==> src/rtl/nibble_exec_seq.sv <==
// rtl/nibble_exec_seq.sv - nibble-serial execute stage with integrated register file
module nibble_exec_seq #(
  parameter  int NIBBLES = 8,
  parameter  int REGS    = 32,
  parameter  int CMD_W   = 4,
  localparam int W       = 4 * NIBBLES,
  localparam int AW      = $clog2(REGS),
  localparam int IW      = $clog2(NIBBLES)
) (
  input  logic             clk,
  input  logic             reset,
  input  logic             cmd_valid,
  output logic             cmd_ready,
  input  logic [CMD_W-1:0] cmd_op,
  input  logic             cmd_reverse,
  input  logic             cmd_carry0,
  input  logic [AW-1:0]    cmd_rs1,
  input  logic [AW-1:0]    cmd_rs2,
  input  logic [AW-1:0]    cmd_rd,
  output logic [CMD_W-1:0] nib_cmd,
  output logic [3:0]       nib_a,
  output logic [3:0]       nib_b,
  output logic             nib_cin,
  input  logic [3:0]       nib_res,
  input  logic             nib_cout,
  output logic             done,
  input  logic             ld_en,
  input  logic [AW-1:0]    ld_addr,
  input  logic [W-1:0]     ld_data,
  input  logic [AW-1:0]    dbg_addr,
  output logic [W-1:0]     dbg_data
);

  typedef enum logic [1:0] {S_IDLE, S_READ, S_EXEC, S_WB} state_t;

  state_t             state;
  logic [W-1:0]       regs [REGS];

  logic [CMD_W-1:0]   op_q;
  logic               rev_q;
  logic               c0_q;
  logic [AW-1:0]      rs1_q;
  logic [AW-1:0]      rs2_q;
  logic [AW-1:0]      rd_q;
  logic [W-1:0]       opa;
  logic [W-1:0]       opb;
  logic [W-1:0]       result;
  logic [IW-1:0]      idx;

  logic [W-1:0]       rd_a;
  logic [W-1:0]       rd_b;
  logic [IW-1:0]      start_idx;
  logic [IW-1:0]      idx_next;
  logic               last_nib;
  logic               carry_next;
  logic               wr_en;
  logic [AW-1:0]      wr_addr;
  logic [W-1:0]       wr_data;

  // Nibble i of a word; the {i,2'b00} index keeps the bit offset wide enough.
  function automatic logic [3:0] get_nib(input logic [W-1:0] w, input logic [IW-1:0] i);
    return w[{i, 2'b00} +: 4];
  endfunction

  // Operand reads, sequencing helpers and the shared register-file write port.
  always_comb begin
    rd_a       = (rs1_q == '0) ? '0 : regs[rs1_q];
    rd_b       = (rs2_q == '0) ? '0 : regs[rs2_q];
    start_idx  = rev_q ? IW'(NIBBLES - 1) : '0;
    idx_next   = rev_q ? (idx - 1'b1) : (idx + 1'b1);
    last_nib   = rev_q ? (idx == '0) : (idx == IW'(NIBBLES - 1));
    // Right shifts chain the bit shifted out of b; arithmetic chains the ALU carry.
    carry_next = rev_q ? nib_b[0] : nib_cout;
    dbg_data   = (dbg_addr == '0) ? '0 : regs[dbg_addr];
    wr_en      = 1'b0;
    wr_addr    = ld_addr;
    wr_data    = ld_data;
    if (state == S_WB) begin
      wr_en   = (rd_q != '0);
      wr_addr = rd_q;
      wr_data = result;
    end else if (state == S_IDLE) begin
      wr_en   = ld_en && (ld_addr != '0);
    end
  end

  // Register file; x0 is never written so it stays zero.
  always_ff @(posedge clk or negedge reset) begin
    if (!reset) begin
      for (int i = 0; i < REGS; i++) regs[i] <= '0;
    end else if (wr_en) begin
      regs[wr_addr] <= wr_data;
    end
  end

  // Control FSM: accept, read operands, stream nibbles through the ALU, write back.
  always_ff @(posedge clk or negedge reset) begin
    if (!reset) begin
      state     <= S_IDLE;
      cmd_ready <= 1'b1;
      done      <= 1'b0;
      op_q      <= '0;
      rev_q     <= 1'b0;
      c0_q      <= 1'b0;
      rs1_q     <= '0;
      rs2_q     <= '0;
      rd_q      <= '0;
      opa       <= '0;
      opb       <= '0;
      result    <= '0;
      idx       <= '0;
      nib_cmd   <= '0;
      nib_a     <= '0;
      nib_b     <= '0;
      nib_cin   <= 1'b0;
    end else begin
      done <= 1'b0;
      case (state)
        S_IDLE: begin
          if (cmd_valid && cmd_ready) begin
            op_q      <= cmd_op;
            rev_q     <= cmd_reverse;
            c0_q      <= cmd_carry0;
            rs1_q     <= cmd_rs1;
            rs2_q     <= cmd_rs2;
            rd_q      <= cmd_rd;
            cmd_ready <= 1'b0;
            state     <= S_READ;
          end
        end
        S_READ: begin
          // Loads made while idle have already committed, so the file is current.
          opa     <= rd_a;
          opb     <= rd_b;
          result  <= '0;
          idx     <= start_idx;
          nib_cmd <= op_q;
          nib_a   <= get_nib(rd_a, start_idx);
          nib_b   <= get_nib(rd_b, start_idx);
          nib_cin <= c0_q;
          state   <= S_EXEC;
        end
        S_EXEC: begin
          result[{idx, 2'b00} +: 4] <= nib_res;
          if (last_nib) begin
            // Drop the ALU drive so no carry or operand leaks into the next op.
            nib_cmd <= '0;
            nib_a   <= '0;
            nib_b   <= '0;
            nib_cin <= 1'b0;
            idx     <= '0;
            done    <= 1'b1;
            state   <= S_WB;
          end else begin
            idx     <= idx_next;
            nib_a   <= get_nib(opa, idx_next);
            nib_b   <= get_nib(opb, idx_next);
            nib_cin <= carry_next;
          end
        end
        S_WB: begin
          cmd_ready <= 1'b1;
          state     <= S_IDLE;
        end
        default: begin
          cmd_ready <= 1'b1;
          state     <= S_IDLE;
        end
      endcase
    end
  end

endmodule
==> config.mk <==
export PLATFORM = sky130hd
export DESIGN_NAME = nibble_exec_seq
export DESIGN_NICKNAME = d
export VERILOG_FILES = /design/src/rtl/nibble_exec_seq.sv
export SDC_FILE = /design/constraint.sdc
export NUM_CORES = 2
export LEC_CHECK = 0
export BUFFER_PORTS_ARGS = -buffer_cell sky130_fd_sc_hd__buf_2
export CORE_AREA = 2 2 463 235
export DETAILED_ROUTE_END_ITERATION = 8
export DIE_AREA = 0 0 465 237
export HOLD_SLACK_MARGIN = 0.08
export PLACE_DENSITY = 0.82
export REMOVE_ABC_BUFFERS = 1
export SLEW_MARGIN = 40
export SYNTH_ARGS = -nofsm -noshare
export SYNTH_HDL_FRONTEND = slang
export SYNTH_SLANG_ARGS = --single-unit
==> constraint.sdc <==
create_clock -name clk -period 5.62 [get_ports clk]
set_input_delay 0 -clock clk [delete_from_list [all_inputs] [get_ports clk]]
set_output_delay 0 -clock clk [all_outputs]
set_load 0.005 [all_outputs]
After elaboration in Yosys (flattened, before gate mapping)
Index checks and enable logic that the tools add are counted.
Widths: inputs -> output; s select.

storage, ports and cells
  word-level logic and storage cells = 131
  bits in registers = 1,161
  input bits = 72

cells by class
  reduce and logical (&&, ||, !) cells = 16
  multiplexer cells = 42
  bitwise logic cells = 4
  $add $sub $neg = 3
  order comparisons = 5
  equality and inequality tests = 6
  shifts and indexed selects = 6

operators by type and width
  cell                    number
  $bwmux 1024             1
  $bmux 32 s5             3
  $mux 32                 11
  $demux 32 s5            1
  $shiftx 32x6->4         4
  $pmux 32 s2             1
  $bwmux 32               1
  $shift 4x7->32 const A  1
  $shiftx 4x7->32         1
  $ge 6x6->1 const B      4
  $not 5->6               4
  $pmux 4 s2              3
  $logic_not 5->1         3
  $mux 4                  3
  $reduce_bool 5->1       2
  $mux 3                  3
  $mux 1                  8
  $pmux 2 s4              1
  $reduce_and 2->1        4
  $neg 5->7               1
  $lt 6x1->1 const B      1
  $pmux 3 s2              1
  $mux 5                  1
  $eq 2x2->1 const B      2
  other kinds (12)        17

Logic depth before layout (Yosys ltp)
  depth after elaboration = 8
  gate-level depth with buffers = 11
  gate-level depth less buffers = 8

Worst setup path after synthesis
No wires, ideal clock.

  path kind = register to register
  start point = register idx[0]
  end point = register result[24]
  setup slack = 2.810 ns
  period minus slack after synthesis = 2.810 ns
  cell stages (with the launch flop) = 9
  setup time = 0.158 ns
  data arrival time = 2.652 ns
  cells stage by stage = dfrtp_1 > clkbuf_1 > buf_1 > inv_1 > ha_1 > ha_1 > nand3b_1 > nor4_1 > o21ai_0

between the ends
  cells in the longest elaborated chain, start to end = 4

RTL lines
  item                                                      line  source
  start: declaration                                        48    logic [IW-1:0] idx;
  start signal: assignment                                  136   idx <= start_idx;
  start signal: assignment                                  155   idx <= idx_next;
  $neg 5->7 (*)                                             144   result[{idx, 2'b00} +: 4] <= nib_res;
  $shiftx 4x7->32 / $shift 4x7->32 (equally long branches)  144
  $bwmux 32 (*)                                             144
  $pmux 32 s2 (*)                                           118   case (state)
  end signal: indexed assignment                            144
  end: declaration                                          47    logic [W-1:0] result;

Mark *: on every way between the ends. The rest lies on a longest branch, timed or not.
A chain may end at the register's enable or synchronous reset.

Final worst setup path
  start point = register state[0]
  end point = register regs[833] in the netlist's numbering

between the ends
  cells in the longest elaborated chain, start to end = 8

RTL lines
  item                                                                   line  source
  start: declaration                                                     36    state_t state;
  start signal: assignment                                               99    state <= S_IDLE;
  start signal: assignment                                               128   state <= S_READ;
  start signal: assignment                                               141   state <= S_EXEC;
  $eq 2x2->1                                                             78    if (state == S_WB) begin
  $mux 5                                                                 78
  $not 5->6 (not written as such)                                        92    regs[wr_addr] <= wr_data;
  $ge 6x6->1 (not written as such) / $lt 6x1->1 (equally long branches)  92
  $logic_and 1x1->1 (not written as such)                                92
  $mux 32 (not written as such)                                          92
  $demux 32 s5                                                           92
  $bwmux 1024                                                            92
  end signal: indexed assignment                                         92
  end: declaration                                                       37    logic [W-1:0] regs [REGS];

Several ways; a longest one is shown, not always the timed one.

==> impl_metrics.csv <==
group,metric,value,unit
routing,routed_wl,222,mm
power,pwr-share-comb,0.463,
finish,layout_common_cells,"dfrtp_1, mux2_2, mux4_2",
routing,wl_met1,80.5,mm
logic_synthesis,synth_top_family_by_area,"multiplexers",
placed_design,dp_hpwl,131,mm
global_route,grt_pass1_wl,325,mm
finish,area.growth.synth_to_final,9.18,%
die,die_h,237,um
placed_design,routabilityCongestion,0.941,
timing,rsz0062_at_grt,"false",
logic_synthesis,synth_cell_types,50,
flow_run,cap_violations,0,
logic_synthesis,ys.flop_type,"dfrtp_1",
timing,min_period,3900,ps
placed_design,placed_cell_area,0.0706,sq mm
timing,clock.fmax,257,MHz
power,p_sw,16.4,mW
timing,slew_violations,0,
power,p_per_area,566,mW/mm^2
clock_tree,cts_tree,"done",
routing,vias,46291,
power,ir_worst_vdd,0.487,mV
clock_tree,cts-resized-gates,0,
logic_synthesis,synth_cells,4367,
global_route,grt_max_degree,158,
logic_synthesis,syn_area,0.0687,sq mm
setup_path,critPathKind,"reg2reg",
setup_path,worstPathMaxFanout,27,
timing,fin_crit_sh,0.694,
finish,layout_commonest_cell,"dfrtp_1",
power,p_leak,32.3,nW
die,rows,85,
setup_path,worst-path-buf-inv,4,
timing,max_slew.worst_pin.slew,876,ps
clock_tree,cts-hold-fix-buffers,72,
timing,setup_violations,0,
die,initial_utilization,0.645,
status,status,"completed",
clock_tree,cts_inserted_buffers,102,
logic_synthesis,yosysSeqAreaShare,0.423,
worst_hold_path,hold_class,"in2reg",
logic_synthesis,synth-compound-area-share,0.0214,
routing,dr.pass1.iters,8,
logic_synthesis,synth_area_per_cell,15.7,sq um
power,seqPwrFrac,0.360,
logic_synthesis,synthAdderAreaFrac,0.00175,
logic_synthesis,synthArstFlopShare,1.00,
logic_synthesis,synth_top_area_share,0.423,
power,power,42.4,mW
clock_tree,clk_pin_slew,70,ps
setup_path,r2r_slack,1720,ps
logic_synthesis,synth_top_area_cell,"dfrtp_1",
routing,drc,0,
setup_path,critPathLaunchType,"register",
logic_synthesis,synth-edff-count,0,
die,die_w,465,um
logic_synthesis,synthMuxAreaShare,0.497,
die,core,0.106,sq mm
placed_design,dpl_worst_slack,1560,ps
placed_design,portBuffers,118,
power,pwr-share-clk,0.177,
setup_path,crit_slowest_cell,"nor2b_4",
routing,drt-wirelength-per-cell,38.3,um
routing,highest_layer,"met5",
setup_path,required,6210,ps
routing,viasPerCell,7.99,
timing,timing.slew.headroom,0.400,
timing,hold_violations,0,
clock_tree,ctsLongestPathBuffers,3,
power,p_int,26.0,mW
timing,clock_skew,43.0,ps
routing,drt_iter0_drc,7712,
logic_synthesis,yosys.area_share.xor_xnor,0.000328,
timing,setup_slack,1720,ps
setup_path,cp_cell_sequence,"ha_4, buf_12, mux2i_2, buf_4, inv_1, a211oi_4, nor2b_4, buf_12, mux2_2",
global_route,grt_usage,0.409,
finish,postLayoutCellArea,0.0750,sq mm
routing,final_antenna_net_count,0,
clock_tree,clk_latency,740,ps
logic_synthesis,yosys_warnings,0,
clock_tree,numClockSinks,1161,
power,swShare,0.387,
setup_path,cp_top_family,"buffers and inverters",
setup_path,crit_top_cell,"buf_12",
logic_synthesis,synth_simple_gate_area_frac,0.0174,
routing,met2_length,91.4,mm
global_route,grt_pass1_vias,46136,
routing,met3_length,38.4,mm
clock_tree,cts_setup_buffers,0,
setup_path,cp.arrival,4490,ps
finish,drive_gt1_frac,0.562,
setup_path,cp-end-kind,"register",
clock_tree,root_buffer,"clkbuf_16",
logic_synthesis,yosys-top-cells-area,"dfrtp_1, mux4_2, mux2_2",
die,die-area,0.110,sq mm
clock_tree,ctsHtreeMaxLevel,3,
die,io_pins,119,
finish,fin_nets,4349,
global_route,antenna_found_initial,6,
logic_synthesis,synth_seq_cells,1161,
setup_path,critPathMaxStageDelay,600,ps
global_route,overflow,0,
[worst min-delay path: stages]
cell    delay (ps)
buf_2           70
mux2_2         510
mux2_1         220
[flip-flops by register name, summed over array words and instances, names as in the netlist, 4 cells and up]
register,cells
result,32
regs,1024
nib_a,4
op_q,4
nib_cmd,4
opb,32
nib_b,4
rs2_q,5
opa,32
rd_q,5
rs1_q,5
[final timing paths]
kind / start / depth (start not counted) / to
setup / recovery: state[0]$_DFFE_PN0P_ / 9 / regs[833]$_DFFE_PN0P_
hold / removal: ld_data[2] / 3 / regs[930]$_DFFE_PN0P_
setup reg to reg: state[0]$_DFFE_PN0P_ / 9 / regs[833]$_DFFE_PN0P_
hold reg to reg: regs[1005]$_DFFE_PN0P_ / 0 / regs[1005]$_DFFE_PN0P_
max in group asynchronous: reset / 5 / regs[693]$_DFFE_PN0P_
min in group asynchronous: reset / 3 / cmd_ready$_DFFE_PN1P_
[routing by layer]
metal | up-vias | track usage
li1 | 17155 | -
met1 | 24245 | 0.571
met2 | 4057 | 0.543
met3 | 828 | 0.205
met4 | 6 | 0.176
met5 | - | 0.00346
[cells by family after synthesis]
| logic type | Yosys count |
|---|---|
| compound gates | 228 |
| xor+xnor | 1 |
| fa+ha+maj | 9 |
| buf+inv | 594 |
| flops | 1161 |
| mux | 2126 |
| simple gates | 248 |
[power by group through the flow]
stage | Clock (mW) | Combinational, mW | Sequential, mW
floorplan | 0 | 13.4 | 14.8
global placement | 0 | 18.2 | 14.8
detailed placement | 0 | 18.8 | 15.0
CTS | 7.47 | 19.1 | 14.9
global route | 7.83 | 20.4 | 15.5
finish | 7.49 | 19.7 | 15.3
[metrics by stage]
step	TNS (ps)	util	cells	hold slack, ps
floorplan	-355120	-	3855	-296
global placement	0	0.660	5514	76.4
detailed placement	0	0.663	5523	89.6
CTS	0	0.703	5783	84.5
global route	0	0.704	5787	182
finish	0	0.704	5795	147
[area by class of cell]
class                           instances  area, sq um
Multi-Input combinational cell       2612        37500
Fill cell                            6547        31500
Sequential cell                      1161        29100
Clock buffer                          147         3040
Timing Repair Buffer                  309         2790
Tap cell                             1435         1800
Clock inverter                         41          415
Inverter                               82          308
Antenna cell                            8         20.0
[cells in the mapped netlist (13+ instances only)]
| cell type | count |
|---|---|
| dfrtp_1 | 1160 |
| mux2_2 | 1037 |
| mux4_2 | 924 |
| clkbuf_1 | 234 |
| buf_2 | 201 |
| mux2i_1 | 152 |
| o21ai_0 | 95 |
| inv_1 | 82 |
| nand2_1 | 65 |
| a22oi_1 | 54 |
| nor2_1 | 53 |
| nand3_1 | 51 |
| buf_1 | 46 |
| o211ai_1 | 31 |
| nand2b_1 | 23 |
| nor2b_1 | 17 |
| o22ai_1 | 16 |
| buf_4 | 14 |
| buf_6 | 14 |
| mux2_1 | 13 |
Power figures use the tool's default switching activity.
